<file path="src/rtl/calc_alu_sequencer.sv">
// calc_alu_sequencer
//    Datapath sequencer for the calculator. Hex digits are shifted into
//    operands A and B, the operation code is latched, and on go the
//    sequencer issues a one-cycle start to a multi-cycle ALU. It then waits
//    for done, with a timeout, and holds the captured result and flags for
//    display until the next rst/clr.
//
// Ports
//    clk, rst           clock; asynchronous active-high reset
//    i_clr              synchronous clear, same effect as rst
//    i_digit            hex digit to shift into an operand
//    i_load_a/_b        1-cycle pulses: shift i_digit into A / B
//    i_load_op, i_op_in 1-cycle pulse latching the operation code
//    i_go               1-cycle pulse: execute (only when an op is latched)
//    o_alu_a/_b/_op     operands and op to the ALU (also used by the display)
//    o_alu_start        1-cycle start pulse to the ALU
//    i_alu_done         ALU result valid (1 cycle)
//    i_alu_result/flags ALU result and flags {neg,ovf,carry,zero}
//    o_result/o_flags   captured result and flags
//    o_result_valid     high in DONE
//    o_busy             high in ISSUE or WAIT
//    o_error            high in ERR (timeout)
//    o_cnt_a/_b         number of digits loaded into A / B
//
// state | meaning
// IDLE  | collecting digits and op; go accepted only once an op is latched
// ISSUE | alu_start pulse, timeout timer loaded
// WAIT  | waiting for alu_done, timer running
// DONE  | result/flags captured, held until rst/clr
// ERR   | no done within TIMEOUT cycles, held until rst/clr
module calc_alu_sequencer #(
   parameter int DIGITS  = 4,
   parameter int OPW     = 2,
   parameter int TIMEOUT = 15
) (
   input  logic                clk,
   input  logic                rst,
   input  logic                i_clr,
   input  logic [3:0]          i_digit,
   input  logic                i_load_a,
   input  logic                i_load_b,
   input  logic                i_load_op,
   input  logic [OPW-1:0]      i_op_in,
   input  logic                i_go,
   output logic [4*DIGITS-1:0] o_alu_a,
   output logic [4*DIGITS-1:0] o_alu_b,
   output logic [OPW-1:0]      o_alu_op,
   output logic                o_alu_start,
   input  logic                i_alu_done,
   input  logic [4*DIGITS-1:0] i_alu_result,
   input  logic [3:0]          i_alu_flags,
   output logic [4*DIGITS-1:0] o_result,
   output logic [3:0]          o_flags,
   output logic                o_result_valid,
   output logic                o_busy,
   output logic                o_error,
   output logic [2:0]          o_cnt_a,
   output logic [2:0]          o_cnt_b
);

   localparam int W  = 4 * DIGITS;
   localparam int TW = $clog2(TIMEOUT + 1);
   // The timer counts down the WAIT cycles still allowed after the current
   // one; it reaches zero on the TIMEOUT-th WAIT cycle, so ERR is entered
   // exactly TIMEOUT+1 cycles after ISSUE.
   localparam logic [TW-1:0] TIMER_LOAD = TW'(TIMEOUT - 1);
   localparam logic [2:0]    CNT_MAX    = 3'(DIGITS);

   typedef enum logic [2:0] {
      IDLE  = 3'd0,
      ISSUE = 3'd1,
      WAIT  = 3'd2,
      DONE  = 3'd3,
      ERR   = 3'd4
   } state_t;

   state_t           r_state;
   state_t           w_state_nxt;
   logic [W-1:0]     r_a;
   logic [W-1:0]     r_b;
   logic [OPW-1:0]   r_op;
   logic             r_op_valid;
   logic [2:0]       r_cnt_a;
   logic [2:0]       r_cnt_b;
   logic [TW-1:0]    r_timer;
   logic [W-1:0]     r_result;
   logic [3:0]       r_flags;
   logic             w_timer_tc;

   assign w_timer_tc = (r_timer == '0);

   always_ff @(posedge clk or posedge rst) begin
      if (rst) begin
         r_state <= IDLE;
      end else if (i_clr) begin
         r_state <= IDLE;
      end else begin
         r_state <= w_state_nxt;
      end
   end

   always_comb begin
      w_state_nxt    = r_state;
      o_alu_start    = 1'b0;
      o_busy         = 1'b0;
      o_result_valid = 1'b0;
      o_error        = 1'b0;
      case (r_state)
         IDLE: begin
            // r_op_valid is the pre-load value, so a load_op in the same
            // cycle as go does not enable that go.
            if (i_go && r_op_valid) begin
               w_state_nxt = ISSUE;
            end
         end
         ISSUE: begin
            o_alu_start = 1'b1;
            o_busy      = 1'b1;
            w_state_nxt = WAIT;
         end
         WAIT: begin
            o_busy = 1'b1;
            // done on the terminal-count cycle still counts as success
            if (i_alu_done) begin
               w_state_nxt = DONE;
            end else if (w_timer_tc) begin
               w_state_nxt = ERR;
            end
         end
         DONE: begin
            o_result_valid = 1'b1;
         end
         ERR: begin
            o_error = 1'b1;
         end
         default: begin
            w_state_nxt = IDLE;
         end
      endcase
   end

   always_ff @(posedge clk or posedge rst) begin
      if (rst) begin
         r_a        <= '0;
         r_b        <= '0;
         r_op       <= '0;
         r_op_valid <= 1'b0;
         r_cnt_a    <= '0;
         r_cnt_b    <= '0;
         r_timer    <= '0;
         r_result   <= '0;
         r_flags    <= '0;
      end else if (i_clr) begin
         r_a        <= '0;
         r_b        <= '0;
         r_op       <= '0;
         r_op_valid <= 1'b0;
         r_cnt_a    <= '0;
         r_cnt_b    <= '0;
         r_timer    <= '0;
         r_result   <= '0;
         r_flags    <= '0;
      end else begin
         case (r_state)
            IDLE: begin
               // load_a has priority; a simultaneous load_b pulse is dropped
               if (i_load_a) begin
                  if (r_cnt_a < CNT_MAX) begin
                     r_a     <= W'({r_a, i_digit});
                     r_cnt_a <= r_cnt_a + 3'd1;
                  end
               end else if (i_load_b) begin
                  if (r_cnt_b < CNT_MAX) begin
                     r_b     <= W'({r_b, i_digit});
                     r_cnt_b <= r_cnt_b + 3'd1;
                  end
               end
               if (i_load_op) begin
                  r_op       <= i_op_in;
                  r_op_valid <= 1'b1;
               end
            end
            ISSUE: begin
               r_timer <= TIMER_LOAD;
            end
            WAIT: begin
               if (i_alu_done) begin
                  r_result <= i_alu_result;
                  r_flags  <= i_alu_flags;
               end else if (!w_timer_tc) begin
                  r_timer <= r_timer - 1'b1;
               end
            end
            default: begin
            end
         endcase
      end
   end

   assign o_alu_a  = r_a;
   assign o_alu_b  = r_b;
   assign o_alu_op = r_op;
   assign o_result = r_result;
   assign o_flags  = r_flags;
   assign o_cnt_a  = r_cnt_a;
   assign o_cnt_b  = r_cnt_b;

endmodule

</file>
<file path="config.mk">
export PLATFORM = sky130hd
export DESIGN_NAME = calc_alu_sequencer
export DESIGN_NICKNAME = d
export VERILOG_FILES = /design/src/rtl/calc_alu_sequencer.sv
export SDC_FILE = /design/constraint.sdc
export NUM_CORES = 1
export LEC_CHECK = 0
export ABC_AREA = 1
export BUFFER_PORTS_ARGS = -buffer_cell sky130_fd_sc_hd__buf_2
export CELL_PAD_IN_SITES_DETAIL_PLACEMENT = 0
export CELL_PAD_IN_SITES_GLOBAL_PLACEMENT = 2
export CORE_MARGIN = 2
export CORE_UTILIZATION = 32
export DETAILED_ROUTE_END_ITERATION = 10
export GPL_ROUTABILITY_DRIVEN = 0
export HOLD_SLACK_MARGIN = 0.03
export PLACE_DENSITY = 0.95
export SYNTH_ARGS = -nofsm -noshare
export SYNTH_HDL_FRONTEND = slang
export SYNTH_SLANG_ARGS = --single-unit
</file>
<file path="constraint.sdc">
create_clock -name clk -period 4.2 [get_ports clk]
set_input_delay 0.21 -clock clk [delete_from_list [all_inputs] [get_ports clk]]
set_output_delay 0.21 -clock clk [all_outputs]
set_load 0.02 [all_outputs]
</file>
# Word level (Yosys, flattened, before mapping)

Index checks and enable logic that the tools add are counted.

Bits in registers: 68
Input port bits: 34
Output and inout bits: 64

Add/sub/neg operators: 3
Order comparisons: 2
Equality and inequality tests: 10
Mux-type cells: 43
Reduce and logical (&&, ||, !) cells: 20

Operators by type and width:

| cell                  | count |
|---|---|
| $mux W16              | 12 |
| $mux W3               | 13 |
| $mux W4               | 6 |
| $reduce_bool A2 Y1    | 8 |
| $pmux W3 S4           | 1 |
| $ne A3 B3 Y1 const B  | 3 |
| $reduce_and A3 Y1     | 3 |
| $pmux W4 S2           | 1 |
| $mux W1               | 7 |
| $add A3 B1 Y3 const B | 2 |
| $eq A3 B2 Y1 const B  | 2 |
| $lt A3 B3 Y1 const B  | 2 |
| $mux W2               | 3 |
| $logic_not A4 Y1      | 1 |
| $ne A4 B4 Y1 const B  | 1 |
| $reduce_and A2 Y1     | 2 |
| $reduce_and A4 Y1     | 1 |
| $reduce_or A2 Y1      | 2 |
| $sub A4 B1 Y4 const B | 1 |
| $eq A3 B1 Y1 const B  | 1 |
| $eq A3 B3 Y1 const B  | 1 |
| $logic_not A3 Y1      | 1 |
| $reduce_bool A3 Y1    | 1 |
| $ne A2 B1 Y1 const B  | 1 |
| 2 further kinds       | 2 |

# Depth between registers and ports, before layout

Gate-level depths: netlist of the first run.

Word-level depth: 6
Depth in mapped cells: 9

# Worst setup path after synthesis of the first run

Ideal clock, no wire load.

Path type: register -> register
Start: reg r_state[1]
End: reg r_timer[3]
Setup time: 0.117 ns
Arrival time: 1.196 ns
Data required time: 4.083 ns
Path slack: 2.887 ns
Cell stages (with the launch flop): 8
Period minus slack after synthesis: 1.313 ns
Cells stage by stage: dfrtp_1 -> buf_6 -> inv_1 -> nand3_1 -> nand2_1 -> nand3_2 -> nand3_1 -> nand2_1

Cells in the longest elaborated chain, start to end: 3

RTL lines:

| element                                                       | line | RTL |
|---|---|---|
| start: declaration                                            | 77   | `state_t r_state;` |
| start signal: assignment                                      | 98   | `r_state <= w_state_nxt;` |
| $eq A3 B2 Y1 / $eq A3 B1 Y1 (equally long branches)           | 164  | `case (r_state)` |
| $ne A3 B3 Y1 (no line) (tied with other cells)                | -    |  |
| $reduce_and A3 Y1 (no line) / $mux W4 (equally long branches) | -    |  |
| end signal: assignment                                        | 191  | `r_timer <= r_timer - 1'b1;` |
| end: declaration                                              | 85   | `logic [TW-1:0] r_timer;` |

Parallel ways exist; a longest one is shown, timed or not.
A chain may end at the register's enable or synchronous reset.

# Worst setup path after layout of the first run

Start: in i_clr
End: reg r_b[3] (netlist: o_alu_b[3])

Cells in the longest elaborated chain, start to end: 2

RTL lines:

| element                                                             | line | RTL |
|---|---|---|
| start: declaration                                                  | 38   | `input logic i_clr,` |
| $ne A2 B2 Y1 (no line) / $reduce_bool A2 Y1 (equally long branches) | -    |  |
| $reduce_and A4 Y1 (no line)                                         | -    |  |
| end signal: assignment                                              | 174  | `r_b <= W'({r_b, i_digit});` |
| end: declaration                                                    | 80   | `logic [W-1:0] r_b;` |

Parallel ways exist; a longest one is shown, timed or not.

==> results of run 1 <==
==> per-stage QoR <==
stage	hold slack [ns]	util (%)
finish	0.104	40.8
global route	0.0836	40.8
CTS	0.0816	40.8
detailed placement	0.400	38.3
global placement	0.385	38.3
floorplan	0.351	-
==> layer usage <==
layer / vias up / GRT usage [%] / wire, microns
li1: 1354 / - / -
met1: 1263 / 19.3 / 3620
met2: 57 / 22.0 / 3580
met3: 9 / 3.45 / 308
met4: 0 / 5.31 / 127
met5: - / 0 / 0
==> cell usage after synthesis, drive strengths merged <==
master	n	area share [%]
a21oi	15	2.3
and2	1	0.20
buf	16	3.8
clkbuf	4	0.47
clkinv	2	0.27
dfrtp	68	53
ha	3	1.2
inv	28	3.4
nand2	107	13
nand3	70	14
nand3b	1	0.23
nand4	1	0.20
nor2	13	2.2
nor3	1	0.16
o21ai	29	5.6
xnor2	1	0.27
==> timing repair <==
item,CTS,global route
gates resized for setup,0,0
endpoints found under the hold margin,34,0
setup buffers,0,0
hold buffers,1,0
==> power by group through the flow <==
| stage | clock network (mW) | logic (mW) | registers (mW) |
|---|---|---|---|
| after floorplan | 0 | 0.457 | 0.912 |
| after global placement | 0 | 0.676 | 0.850 |
| after detailed placement | 0 | 0.682 | 0.853 |
| after CTS | 0.641 | 0.684 | 0.841 |
| after global routing | 0.671 | 0.757 | 0.854 |
| final | 0.626 | 0.673 | 0.840 |
==> final cells by class <==
type	count	area share [%]
clock buffers	11	3.81
clock inverters	5	2.11
inverters	30	2.93
multi-input cells	242	31.3
flip-flops and latches	68	42.8
well taps	133	4.19
repair buffers	100	12.8
==> worst max-delay path, cell delays in order <==
cell	delay (ns)
buf_2	0.19
inv_2	0.80
buf_4	0.45
nand2_1	0.11
o21ai_0	0.19
==> kinds of logic (layout without fill, tap and decap cells) <==
logic type	after synthesis	count (layout)	synth area share, %
AND/OR/NAND/NOR	194	194	29.5
AO/OA/AOI/OAI	44	44	7.95
flip-flops	68	68	53.2
XOR/XNOR	1	1	0.274
adder cells (fa/ha/maj)	3	3	1.17
buffers and inverters	50	146	7.87
==> worst max path at each step <==
stage          start  cells past startpoint                     end
2_1_floorplan    rst                      1  o_alu_a[0]$_DFFE_PP0P_
3_3_place_gp   i_clr                      5  o_alu_a[4]$_DFFE_PP0P_
3_5_place_dp   i_clr                      5  o_alu_b[3]$_DFFE_PP0P_
4_1_cts        i_clr                      5  o_alu_b[3]$_DFFE_PP0P_
5_1_grt        i_clr                      5  o_alu_b[3]$_DFFE_PP0P_
6_report       i_clr                      5  o_alu_b[3]$_DFFE_PP0P_
==> state kept, by name, summed over array words and instances (netlist names), 2 cells and up <==
name / count
o_result: 16
r_state: 3
o_alu_op: 2
r_timer: 4
o_alu_a: 16
o_cnt_a: 3
o_cnt_b: 3
o_alu_b: 16
o_flags: 4
==> results.ini, run 1 <==
[sta]
min_period_over_period_pct = 41.3
worst_slack_ns = 2.46
hold_viol = 0
clock.fmax_mhz = 576
period_needed_ns = 1.74
slew-limit-headroom_pct = 27.9
setup_violations = 0
slew_viol_final = 0
finClkSkew_ns = 0.0126
rsz0062_at_grt = false
setup_tns_ns = 0
worst_pin_slew_ns = 1.08

[floorplan]
core_sq_um = 9730
num_rows = 36
die_w_microns = 104
initial_core_util_pct = 32.9
dieArea_sq_um = 10800
ioPinCount = 98
die_h_microns = 104

[synth]
synth_cells = 360
yosysWarnings = 0
ys_ff_latch = 68
syn_avg_cell_area_sq_um = 8.88
synth_nets = 397
synth_cell_types = 27
syn-cell-area_sq_um = 3200
ys_seq_area_share_pct = 53.2

[global_route]
grt_max_degree = 66
grt-ovfl-total = 0
antenna_found_initial = 0
grt_pass1_wl_mm = 12.4
track_usage_pct = 14.2
grt_pass1_vias = 2467

[setup_path]
crit_type = in2reg
cp.arrival_ns = 1.98
startpoint_type = input pin
r2r-end = o_alu_a[1]$_DFFE_PP0P_
path_max_fanout = 65
cp.required_ns = 4.45
worstSetupEndpointType = flip-flop
reg2reg_depth = 7
rrSetupSlack_ns = 2.50
r2r-start = r_state[1]$_DFFE_PP0P_

[power_and_ir_drop]
switchingPower_mw = 0.817
p_leak_nw = 2.16
p_int_mw = 1.32
ir_drop_uv = 191
p_comb_share_pct = 31.5
totalPowerFinal_mw = 2.14
clock_power_share_pct = 29.3
p_sw_share_pct = 38.2
power.density_nw_per_um2 = 538
power.share.sequential_pct = 39.3

[worst_hold_path]
worstHoldPathCells = 3
min_to = o_alu_op[0]$_DFFE_PP0P_
min_from = i_op_in[0]
hold_class = in2reg

[placed_design]
placed_cells = 572
placed_area_sq_um = 3730
place_ws_ns = 2.08
dp_hpwl_mm = 5.33
port_buffers = 97

[final_layout]
multi_input_area_sq_um = 1240
final_common_cell = nand2_1
final_cell_mix = nand2_1 (106), buf_2 (97), dfrtp_1 (68)
layout-drive-gt1-share_pct = 32.7
seqCellArea_sq_um = 1700
stdcell_area_sq_um = 3970
area_delta_synth_final_pct = 24.3
layout.cells.non_filler = 589
nNetsFinal = 488
fill_cells = 1033
diodes = 0

[detailed_routing]
routed_wl_mm = 7.63
wl_per_cell_microns = 13.0
drtAntennaViolNets = 0
drtIter0Drc = 119
dr.pass1.iters = 5
drc = 0
vias_per_cell = 4.56
via_count = 2683

[run_status]
status = completed

[clocking]
cts_root_buf = clkbuf_8
clkTransAtPathRegs_ns = 0.08
ctsLongestPathBuffers = 2
cts_tree = built
h-tree-depth = 3
clock_latency_ns = 0.34
clkSinkCount = 68
numCtsBuffers = 9

[job]
max_cap_viol_count = 0

(Power assumes the default switching activity.)
==> inputs of run 2 (changes only) <==
Settings changed: CORE_UTILIZATION 32 to 30, PLACE_DENSITY 0.95 to 0.91.
Clock period 4.2 ns to 1.6 ns, I/O delays scaled along.
==> results.ini, run 2 (synthesis results as in run 1) <==
[final_layout]
layout-drive-gt1-share_pct = 32.2  ; -0.44 points
fill_cells = 1046  ; +1.3%
stdcell_area_sq_um = 4290  ; +8.0%
final_common_cell = nand2_1
diodes = 0  ; unchanged
nNetsFinal = 520  ; +6.6%
final_util_pct = 41.6  ; +0.74 points
final_cell_mix = nand2_1 (106), buf_2 (97), dfrtp_1 (68)
area_delta_synth_final_pct = 34.3

[detailed_routing]
drtIter0Drc = 106  ; -11%
wl_per_cell_microns = 12.8  ; -0.86%
dr.pass1.iters = 4  ; -1
routed_wl_mm = 8.00  ; +4.9%
drtAntennaViolNets = 0  ; unchanged
via_count = 2829  ; +5.4%
vias_per_cell = 4.54  ; -0.31%
drc = 0  ; unchanged

[power_and_ir_drop]
clock_power_share_pct = 26.5  ; -2.8 points
p_sw_share_pct = 37.9  ; -0.31 points
switchingPower_mw = 2.16  ; +160%
p_leak_nw = 2.30  ; +6.5%
p_comb_share_pct = 35.3  ; +3.8 points
totalPowerFinal_mw = 5.71  ; +170%
power.share.sequential_pct = 38.2  ; -1.1 points
ir_drop_uv = 456  ; +140%
power.density_nw_per_um2 = 1330  ; +150%
p_int_mw = 3.55  ; +170%

[floorplan]
die_h_microns = 107  ; +3.2%
dieArea_sq_um = 11500  ; +6.4%
ioPinCount = 98  ; unchanged
core_sq_um = 10300  ; +6.1%
initial_core_util_pct = 31.0  ; -1.9 points
die_w_microns = 107  ; +3.2%
num_rows = 37  ; +2.8%

[sta]
worst_pin_slew_ns = 0.436  ; -0.644 ns
slew_viol_final = 0  ; unchanged
hold_slack_ns = 0.0661  ; -0.0377 ns
slew-limit-headroom_pct = 70.9  ; +43 points
period_needed_ns = 1.49
setup_violations = 0  ; unchanged
setup_tns_ns = 0  ; unchanged
finClkSkew_ns = 0.0102  ; -0.00238 ns
hold_viol = 0  ; unchanged
clock.fmax_mhz = 670
min_period_over_period_pct = 93.3

[clocking]
numCtsBuffers = 9  ; unchanged
ctsLongestPathBuffers = 2  ; unchanged
h-tree-depth = 3  ; unchanged
cts_tree = built
clock_latency_ns = 0.34  ; about the same
cts_root_buf = clkbuf_8
clkSinkCount = 68  ; unchanged
clkTransAtPathRegs_ns = 0.08  ; about the same

[setup_path]
startpoint_type = flip-flop
cp.arrival_ns = 1.72  ; -0.26 ns
worstSetupEndpointType = flip-flop
crit_top_cell = nor2_4
cp.required_ns = 1.83  ; -2.62 ns
cp_top_family = simple AND/OR/NAND/NOR gates
crit_type = reg2reg
path_cells = nor2_4, buf_12, nand3_2, inv_2, nor2_4, buf_4, nand3_1, nand2_1
path_max_fanout = 22  ; -66%
critPathSlowestCell = dfrtp_1
worst-path-buf-inv = 3  ; unchanged
slowest_delay_ns = 0.47  ; -0.33 ns

[global_route]
grt_max_degree = 69  ; +4.5%
antenna_found_initial = 1  ; +1
grt-ovfl-total = 0  ; unchanged
grt_pass1_wl_mm = 13.2  ; +6.4%
grt_pass1_vias = 2728  ; +11%
track_usage_pct = 14.6  ; +0.40 points

[placed_design]
dp_hpwl_mm = 5.37  ; +0.81%
port_buffers = 97  ; unchanged
placed_area_sq_um = 3820  ; +2.5%

[worst_hold_path]
hold_class = in2reg

[run_status]
status = completed

[job]
max_cap_viol_count = 0  ; unchanged

run 2: power by group through the flow:
stage	registers, mW	logic, mW	clock network [mW]
floorplan	2.40	1.20	0
global placement	2.20	1.89	0
detailed placement	2.21	1.91	0
CTS	2.18	1.97	1.57
global route	2.22	2.26	1.63
finish	2.18	2.01	1.52
run 2: what timing repair did:
item                       4_1_cts  5_1_grt
setup endpoints to repair        0        2
buffers inserted                 0        1
hold endpoints to repair        91        0
resized for setup                0        2
hold buffers                    24        0
run 2: worst paths after layout:
path	start	to	slack, ns	depth (start not counted)
worst max register to register	r_state[0]$_DFFE_PP0P_	r_timer[0]$_DFFE_PP0P_	0.11	8
worst min register to register	o_result[14]$_DFFE_PP0P_	o_result[14]$_DFFE_PP0P_	0.47	2
min in group asynchronous	rst	o_alu_b[14]$_DFFE_PP0P_	0.35	4
max in group asynchronous	rst	o_result[1]$_DFFE_PP0P_	0.92	4
worst max-delay path	r_state[0]$_DFFE_PP0P_	r_timer[0]$_DFFE_PP0P_	0.11	8
worst min-delay path	i_digit[1]	o_alu_a[1]$_DFFE_PP0P_	0.07	5
run 2: area by class of cell:
cell class | instances | area, sq um | share of cell area [%]
flip-flops and latches | 68 | 1700 | 39.6
multi-input cells | 242 | 1250 | 29.0
repair buffers | 132 | 850 | 19.8
well taps | 136 | 170 | 3.96
clock buffers | 10 | 128 | 2.97
inverters | 30 | 120 | 2.80
clock inverters | 5 | 77.6 | 1.81
run 2: routing by layer:
layer  track usage [%]  share of wire [%]  wire length, microns
met4              5.47                1.7                   140
met5                 0               0.19                    15
met2              23.2                 47                  3760
met3              3.83                4.3                   345
met1              19.1                 47                  3740
run 2: through the flow:
stage	worst slack, ns	cells
floorplan	0.287	360
global placement	0.170	583
detailed placement	0.122	583
CTS	0.0568	622
global route	-0.00489	623
finish	0.108	623
run 2: worst register-to-register path, delay by kind of cell (launching register included):
family / cells / cell delay [ns]
simple gates: 5 / 0.48
flops: 1 / 0.47
buf+inv: 3 / 0.43
==> inputs of run 3 (changes only) <==
Settings changed: PLACE_DENSITY 0.91 to not set, PLACE_DENSITY_LB_ADDON set to 0.1, REMOVE_ABC_BUFFERS set to 1, SLEW_MARGIN set to 10.
==> results.ini, run 3 (synthesis results as in run 1) <==
[run_status]
status = completed

[final_layout]
nNetsFinal = 524  ; +0.77%
diodes = 0  ; unchanged
layout-drive-gt1-share_pct = 32.9  ; +0.69 points
fill_cells = 1089  ; +4.1%
final_common_cell = nand2_1
final_cell_mix = nand2_1 (106), buf_2 (97), dfrtp_1 (68)
stdcell_area_sq_um = 4380  ; +2.1%
layout.cells.non_filler = 628  ; +0.80%
area_delta_synth_final_pct = 37.1
final_util_pct = 42.5  ; +0.87 points

[placed_design]
dp_hpwl_mm = 5.50  ; +2.3%
placed_cells = 585  ; +0.34%
place_ws_ns = 0.163  ; +0.0402 ns
port_buffers = 97  ; unchanged
placed_area_sq_um = 3860  ; +0.95%

[clocking]
numCtsBuffers = 9  ; unchanged
clock_latency_ns = 0.35  ; about the same
clkTransAtPathRegs_ns = 0.08  ; about the same
ctsLongestPathBuffers = 2  ; unchanged
cts_tree = built
h-tree-depth = 3  ; unchanged
cts_root_buf = clkbuf_8
clkSinkCount = 68  ; unchanged

[sta]
hold_slack_ns = 0.0620  ; -0.00418 ns
setup_violations = 0  ; unchanged
clock.fmax_mhz = 669  ; -0.25%
slew-limit-headroom_pct = 73.4  ; +2.5 points
min_period_over_period_pct = 93.5  ; +0.23 points
slew_viol_final = 0  ; unchanged
setup_tns_ns = 0  ; unchanged
finClkSkew_ns = 0.00759  ; -0.00265 ns
hold_viol = 0  ; unchanged
worst_pin_slew_ns = 0.399  ; -0.0370 ns
period_needed_ns = 1.50  ; +0.00372 ns
worst_slack_ns = 0.104  ; -0.00372 ns
rsz0062_at_grt = false

[detailed_routing]
drtIter0Drc = 107  ; +0.94%
routed_wl_mm = 8.12  ; +1.4%
drtAntennaViolNets = 0  ; unchanged
dr.pass1.iters = 5  ; +1
wl_per_cell_microns = 12.9  ; +0.63%
drc = 0  ; unchanged
vias_per_cell = 4.52  ; -0.55%
via_count = 2836  ; +0.25%

[power_and_ir_drop]
p_comb_share_pct = 33.9  ; -1.4 points
totalPowerFinal_mw = 6.02  ; +5.5%
p_sw_share_pct = 36.5  ; -1.4 points
ir_drop_uv = 453  ; -0.67%
power.density_nw_per_um2 = 1370  ; +3.3%
power.share.sequential_pct = 36.0  ; -2.2 points
p_int_mw = 3.82  ; +7.8%
clock_power_share_pct = 30.0  ; +3.5 points
switchingPower_mw = 2.20  ; +1.6%
p_leak_nw = 2.35  ; +2.1%

[setup_path]
startpoint_type = flip-flop
slowest_delay_ns = 0.47  ; about the same
critPathSlowestCell = dfrtp_1
worst-path-buf-inv = 3  ; unchanged
path_cells = nor2_4, buf_4, nand2_4, inv_4, nand3_4, buf_4, nand3_1, o21ai_0
worstSetupEndpointType = flip-flop
path_max_fanout = 14  ; -36%
crit_top_cell = buf_4
cp.required_ns = 1.83  ; about the same
cp.arrival_ns = 1.72  ; about the same
crit_type = reg2reg
cp_top_family = flip-flops

[floorplan]
dieArea_sq_um = 11500  ; unchanged
num_rows = 37  ; unchanged
die_w_microns = 107  ; unchanged
core_sq_um = 10300  ; unchanged
ioPinCount = 98  ; unchanged
die_h_microns = 107  ; unchanged
initial_core_util_pct = 31.0  ; unchanged

[global_route]
grt_pass1_wl_mm = 13.5  ; +2.0%
grt_pass1_vias = 2770  ; +1.5%
grt_max_degree = 69  ; unchanged
antenna_found_initial = 0  ; -1
grt-ovfl-total = 0  ; unchanged
track_usage_pct = 14.8  ; +0.22 points

[worst_hold_path]
hold_class = in2reg

[job]
max_cap_viol_count = 0  ; unchanged

-- run 3: layout make-up --
cell class / count / area (sq um) / area share [%]
repair buffers: 136 / 891 / 20.3
clock buffers: 11 / 151 / 3.45
multi-input cells: 242 / 1250 / 28.4
clock inverters: 5 / 106 / 2.43
inverters: 30 / 116 / 2.65
well taps: 136 / 170 / 3.88
flip-flops and latches: 68 / 1700 / 38.8
-- run 3: what timing repair did --
action | CTS | global route
resized for setup | 0 | 1
hold buffers | 25 | 0
endpoints found under the hold margin | 92 | 0
setup endpoints to repair | 0 | 2
setup buffers | 0 | 2
-- run 3: path summary, 6_finish.rpt --
| check | to | startpoint | cells after the start | slack (ns) |
|---|---|---|---|---|
| min reg2reg | o_flags[0]$_DFFE_PP0P_ | o_flags[0]$_DFFE_PP0P_ | 2 | 0.47 |
| min | r_op_valid$_DFFE_PP0P_ | i_load_op | 3 | 0.06 |
| min in group asynchronous | o_result[2]$_DFFE_PP0P_ | rst | 4 | 0.35 |
| max | o_alu_a[14]$_DFFE_PP0P_ | r_state[0]$_DFFE_PP0P_ | 8 | 0.10 |
| max in group asynchronous | r_timer[2]$_DFFE_PP0P_ | rst | 4 | 0.92 |
| max reg2reg | o_alu_a[14]$_DFFE_PP0P_ | r_state[0]$_DFFE_PP0P_ | 8 | 0.10 |
-- run 3: worst min-delay path: cells and delay by family --
kind	cells	cell delay, ns
buf+inv	1	0.09
compound gates	1	0.07
simple gates	1	0.12
-- run 3: layer usage --
layer	global-route usage (%)	part of all wire, %
met1	19.8	46
met2	23.0	46
met4	4.73	1.4
met5	0	0
met3	4.56	6.2
-- run 3: power groups by stage --
stage | Clock [mW] | Sequential (mW) | Combinational (mW)
after floorplan | 0 | 2.41 | 1.04
after global placement | 0 | 2.20 | 1.99
after detailed placement | 0 | 2.20 | 1.98
after CTS | 1.88 | 2.17 | 2.03
after global routing | 1.96 | 2.21 | 2.28
final | 1.81 | 2.17 | 2.04
